File: src/rtl/iter_divider_pkg.sv
// Shared constants for the iterative DIV/DIVU unit: state encoding,
// default operand width and the divide-by-zero quotient.
package iter_divider_pkg;

  localparam int DIV_WIDTH = 32;

  typedef enum logic [1:0] {
    DIV_IDLE = 2'b00,
    DIV_CALC = 2'b01,
    DIV_DONE = 2'b10
  } div_state_e;

  localparam logic [DIV_WIDTH-1:0] DIV0_Q = '1;

endpackage

File: src/rtl/iter_divider_div_step.sv
// One restoring-division iteration: shift in the next dividend bit,
// trial-subtract the divisor, keep or restore.
module div_step
  import iter_divider_pkg::*;
#(
  parameter int WIDTH = DIV_WIDTH
) (
  input  logic [WIDTH-1:0] rem_in,
  input  logic             dvd_bit,
  input  logic [WIDTH-1:0] divisor,
  output logic [WIDTH-1:0] rem_out,
  output logic             q_bit
);

  logic [WIDTH:0] shifted;
  logic [WIDTH:0] diff;

  // rem_in < divisor always holds, so WIDTH+1 bits cover the signed trial result
  assign shifted = {rem_in, dvd_bit};
  assign diff    = shifted - {1'b0, divisor};
  assign q_bit   = ~diff[WIDTH];
  assign rem_out = q_bit ? diff[WIDTH-1:0] : shifted[WIDTH-1:0];

endmodule

File: src/rtl/iter_divider.sv
// Multi-cycle restoring divider for DIV/DIVU; one quotient bit per cycle,
// quotient to LO (div_q) and remainder to HI (div_r).
//
// state    | meaning
// ---------+----------------------------------------------------------
// DIV_IDLE | ready for a request; div_q/div_r hold the last result
// DIV_CALC | iterating, counter selects the step (0..WIDTH-1)
// DIV_DONE | single-cycle result pulse, then back to IDLE
module iter_divider
  import iter_divider_pkg::*;
#(
  parameter int WIDTH = DIV_WIDTH,
  parameter int CNT_W = 5
) (
  input  logic             clk,
  input  logic             resetn,
  input  logic             div_valid,
  input  logic             div_signed,
  input  logic             div_cancel,
  input  logic [WIDTH-1:0] div_a,
  input  logic [WIDTH-1:0] div_b,
  output logic             div_ready,
  output logic             div_busy,
  output logic             div_done,
  output logic [WIDTH-1:0] div_q,
  output logic [WIDTH-1:0] div_r
);

  div_state_e state, state_nxt;

  logic [CNT_W-1:0] cnt;
  logic [WIDTH-1:0] rem, dvd, dvs, raw_a;
  logic             sign_q, sign_r, div0;
  logic [WIDTH-1:0] rem_nxt, uq;
  logic             q_bit;
  logic [WIDTH-1:0] a_abs, b_abs;
  logic             accept, last_step, finish;

  assign accept    = (state == DIV_IDLE) && div_valid && !div_cancel;
  assign last_step = (cnt == CNT_W'(WIDTH - 1));
  assign finish    = (state == DIV_CALC) && !div_cancel && last_step;

  assign a_abs = (div_signed && div_a[WIDTH-1]) ? -div_a : div_a;
  assign b_abs = (div_signed && div_b[WIDTH-1]) ? -div_b : div_b;

  div_step #(.WIDTH(WIDTH)) u_step (
    .rem_in  (rem),
    .dvd_bit (dvd[WIDTH-1]),
    .divisor (dvs),
    .rem_out (rem_nxt),
    .q_bit   (q_bit)
  );

  // dvd doubles as the quotient shift register: dividend bits leave at the top
  assign uq = {dvd[WIDTH-2:0], q_bit};

  always_ff @(posedge clk or negedge resetn) begin
    if (!resetn) state <= DIV_IDLE;
    else         state <= state_nxt;
  end

  always_comb begin
    state_nxt = state;
    case (state)
      DIV_IDLE: if (accept) state_nxt = DIV_CALC;
      DIV_CALC: begin
        if (div_cancel)     state_nxt = DIV_IDLE;
        else if (last_step) state_nxt = DIV_DONE;
      end
      DIV_DONE: state_nxt = DIV_IDLE;
      default:  state_nxt = DIV_IDLE;
    endcase
  end

  always_ff @(posedge clk or negedge resetn) begin
    if (!resetn) begin
      cnt    <= '0;
      rem    <= '0;
      dvd    <= '0;
      dvs    <= '0;
      raw_a  <= '0;
      sign_q <= 1'b0;
      sign_r <= 1'b0;
      div0   <= 1'b0;
      div_q  <= '0;
      div_r  <= '0;
    end else begin
      if (accept) begin
        cnt    <= '0;
        rem    <= '0;
        dvd    <= a_abs;
        dvs    <= b_abs;
        raw_a  <= div_a;
        sign_q <= div_signed & (div_a[WIDTH-1] ^ div_b[WIDTH-1]);
        sign_r <= div_signed & div_a[WIDTH-1];
        div0   <= (div_b == '0);
      end else if (state == DIV_CALC) begin
        cnt <= cnt + 1'b1;
        rem <= rem_nxt;
        dvd <= uq;
      end
      if (finish) begin
        div_q <= div0 ? WIDTH'(DIV0_Q) : (sign_q ? -uq : uq);
        div_r <= div0 ? raw_a : (sign_r ? -rem_nxt : rem_nxt);
      end
    end
  end

  assign div_ready = (state == DIV_IDLE);
  assign div_busy  = (state != DIV_IDLE);
  // a flush landing in the DONE cycle must not let the result retire
  assign div_done  = (state == DIV_DONE) && !div_cancel;

endmodule

File: config.mk
export PLATFORM = sky130hd
export DESIGN_NAME = iter_divider
export DESIGN_NICKNAME = d
export VERILOG_FILES = /design/src/rtl/iter_divider_pkg.sv /design/src/rtl/iter_divider_div_step.sv /design/src/rtl/iter_divider.sv
export SDC_FILE = /design/constraint.sdc
export NUM_CORES = 1
export LEC_CHECK = 0
export CAP_MARGIN = 20
export CORE_MARGIN = 2
export CORE_UTILIZATION = 40
export CTS_BUF_LIST = sky130_fd_sc_hd__clkbuf_4 sky130_fd_sc_hd__clkbuf_8 sky130_fd_sc_hd__clkbuf_16
export DETAILED_ROUTE_END_ITERATION = 6
export GPL_TIMING_DRIVEN = 1
export PLACE_DENSITY_LB_ADDON = 0.3
export SKIP_LAST_GASP = 1
export SLEW_MARGIN = 20
export SYNTH_ARGS = -nofsm -noshare
export SYNTH_HDL_FRONTEND = slang
export SYNTH_HIERARCHICAL = 1
export SYNTH_SLANG_ARGS = --single-unit
File: constraint.sdc
create_clock -name clk -period 5.6 [get_ports clk]
set_input_delay 1.12 -clock clk [delete_from_list [all_inputs] [get_ports clk]]
set_output_delay 1.12 -clock clk [all_outputs]
set_load 0.005 [all_outputs]
==> results_dict.tcl, run 1 <==
set metrics [dict create \
    core_area_mm2 0.0324 \
    synthesis.area_mm2 0.0131 \
    synth_edf_count 0 \
    vias 11700 \
    cpLargestDelayFamily "simple AND/OR/NAND/NOR gates" \
    fin_skew_ns 0.0127 \
    gp_congestion 0.905 \
    crit_type "reg2reg" \
    critPathBufInv 2 \
    top_usage_layer "met2" \
    slowest_stage "or4_1" \
    io_pins 136 \
    fillerInstances 3184 \
    worstSetupStartpointType "flop" \
    hold_path_class "reg2reg" \
    cts_sinks 202 \
    netlist-cell-type-count 80 \
    finalCritPeriodShare 0.935 \
    io_buffers 135 \
    synth_top_area_frac 0.386 \
    cp.arrival_ns 5.60 \
    status "completed" \
    post_cts_resized 0 \
    yosys-top-cells-area "dfrtp_1 (39%), nand2_1 (8.1%), xor2_1 (6.2%)" \
    p_per_area_mw_per_mm2 465 \
    track_usage 0.220 \
    rows 66 \
    post_cts_buffers 0 \
    clk_pin_slew_worst_paths_ns 0.06 \
    drv_cap 0 \
    grt_max_degree 113 \
    synth-main-ff-cell "dfrtp_1" \
    cts_buffers 25 \
    drive_gt1_frac 0.0710 \
    crit_top_cell "o2111ai_1" \
    place_ws_ns 0.405 \
    ir_drop_mv 0.297 \
    crit_path_end_kind "flop" \
    required_ns 5.96 \
    die_h_um 185 \
    clock_latency_ns 0.52 \
    area_delta_synth_final_pct 19.7 \
    use_met2 0.353 \
    die_area_mm2 0.0342 \
    yosysWarnings 6 \
    rsz0062_at_grt "false" \
    nets 1765 \
    ctsHoldBuffers 0 \
    drtAntennaViolNets 0 \
    grt_util_met3 0.0285 \
    syn_nets 1674 \
    hpwl_mm 27.8 \
    setup_viol 0 \
    drc 0 \
    wl_per_cell_um 18.1 \
    p_leak_nw 6.77 \
    start_util 0.405 \
    clock-root-buffer "clkbuf_16" \
    overflow 0 \
    ys_ff_latch 202 \
    fp.dieW_um 185 \
    async_reset_ff_frac 1.00 \
    use_met1 0.314 \
    avgSynthCellArea_um2 8.36 \
    seq_area_frac_synth 0.386 \
    ctsHtreeMaxLevel 1 \
    finalPower_mw 7.29 \
    cts_tree "yes" \
    relSlewSlack 0.305 \
    fmax_mhz 191 \
    hold_viol_final 0 \
    synth.largest_area_cell "dfrtp_1" \
    tightest_slew_ns 1.04 \
    cpPeakStageDelay_ns 0.54 \
    dr.pass1.iters 6 \
    via_per_inst 5.54 \
    antenna_found_initial 1 \
    routed_wl_mm 38.2 \
    crit_path_max_fanout 12 \
    utilization 0.484 \
    synth_cells 1566 \
    setup_tns_ns 0 \
    grt_pass1_wl_mm 60.3 \
    grt_pass1_vias 11200 \
    min_period_ns 5.23 \
    slew_violations 0 \
    setup_ws_ns 0.366 \
    clk_path_buf_depth 3 \
    crit_chain "inv_1, ha_1, fa_1, and2b_1, o2111ai_1, a21oi_2, o2111ai_1, a211oi_2, nor2_2, mux2i_1, and2_4, inv_2, mux2_4, or4_1, or3_1, o41ai_4, xor2_1, o22ai_1" \
    drt-initial-drc-count 935 \
    n_antenna_cell 0 \
]
## state kept, by name (all words and copies together), names as in the netlist
signal,count
dvs,32
div_q,32
raw_a,32
sign_q,1
dvd,32
rem,32
div_r,32
cnt,5
div0,1
sign_r,1
state,2
## synth_stat cells, types with 19 or more instances
cell,n
and3_1,25
a21oi_1,146
inv_1,53
ha_1,38
o22ai_1,19
xnor2_1,46
clkbuf_1,70
o41ai_1,20
o31ai_1,30
nand3_1,28
dfrtp_1,202
nor2_1,119
o21ai_1,74
mux2_4,19
xor2_1,92
a31oi_1,29
nor3_1,20
nand2_1,284
o21ai_0,35
a21o_1,19
## layout by cell type, fill, tap and decap left out, drive strengths merged, types with 12 or more instances in the layout
cell type and count:
and3 27, o41ai 24, nor2 120, o21ai 109
or3 16, buf 18, xnor2 46, a21oi 147
nand4 16, mux2i 12, dfrtp 202, o31ai 31
nor4 18, nand2 284, xor2 92, o22ai 19
a31oi 29, ha 38, nand3 28, clkbuf 31
inv 57, mux2 22, clkdlybuf4s50 134, nor3 22
a21o 19
## per-stage QoR
| stage | instance area (um^2) | instances | hold WS (ns) |
|---|---|---|---|
| after floorplan | 13100 | 1566 | 0.438 |
| after global placement | 14800 | 2072 | 0.456 |
| after detailed placement | 14800 | 2072 | 0.462 |
| after CTS | 15700 | 2117 | 0.479 |
| after global routing | 15700 | 2117 | 0.504 |
| final | 15700 | 2117 | 0.478 |
## power by group
part	internal [mW]	leakage [nW]	switching, mW
Clock	1.04	0.423	0.656
Combinational	1.46	3.74	2.10
Sequential	1.73	2.60	0.310
## metal layers
metal  vias up  share of wire
met2       327           0.45
met3        50          0.053
met5         -        0.00026
met4         2          0.022
met1      5665           0.47
li1       5691              -
## worst min-delay path: stages (launching register included)
cell	delay (ns)
dfrtp_1	0.34
nand2_1	0.05
nand2_1	0.06
## worst paths after layout
| kind | slack [ns] | start | depth (start not counted) | to |
|---|---|---|---|---|
| hold / removal | 0.48 | raw_a[5] | 2 | raw_a[5] |
| setup / recovery | 0.37 | dvd[31] | 18 | div_r[27] |
| setup reg to reg | 0.37 | dvd[31] | 18 | div_r[27] |
| min in group asynchronous | 0.70 | resetn | 1 | div_r[10] |
| max in group asynchronous | 3.88 | resetn | 2 | div_r[22] |
| hold reg to reg | 0.48 | raw_a[5] | 2 | raw_a[5] |
## cell type report
cell class | instances | area, um^2 | area share
multi-input combinational | 1218 | 7480 | 0.477
clock buffer | 30 | 669 | 0.0427
clock inverter | 15 | 194 | 0.0124
tap | 442 | 553 | 0.0353
timing repair buffer | 153 | 1520 | 0.0966
inverter | 57 | 214 | 0.0136
sequential | 202 | 5050 | 0.322
## kinds of logic after synthesis
kind of cell,count (synthesis),synth area share
xor gates and xnor gates,138,0.0923
and+or+nand+nor,587,0.209
muxes,34,0.0335
adders and majority gates,39,0.0378
DFF,202,0.386
buffers and inverters,146,0.0444
AOI/OAI and AO/OA,420,0.197
(Power assumes the default switching activity.)
==> run 2, diff against run 1 <==
--- a/config.mk
+++ b/config.mk
@@ -5,7 +5,6 @@
 export SDC_FILE = /design/constraint.sdc
 export NUM_CORES = 1
 export LEC_CHECK = 0
-export CAP_MARGIN = 20
 export CORE_MARGIN = 2
 export CORE_UTILIZATION = 40
 export CTS_BUF_LIST = sky130_fd_sc_hd__clkbuf_4 sky130_fd_sc_hd__clkbuf_8 sky130_fd_sc_hd__clkbuf_16
==> results of run 2 <==
No change in the layout: final DEF, timing and power equal those of run 1.
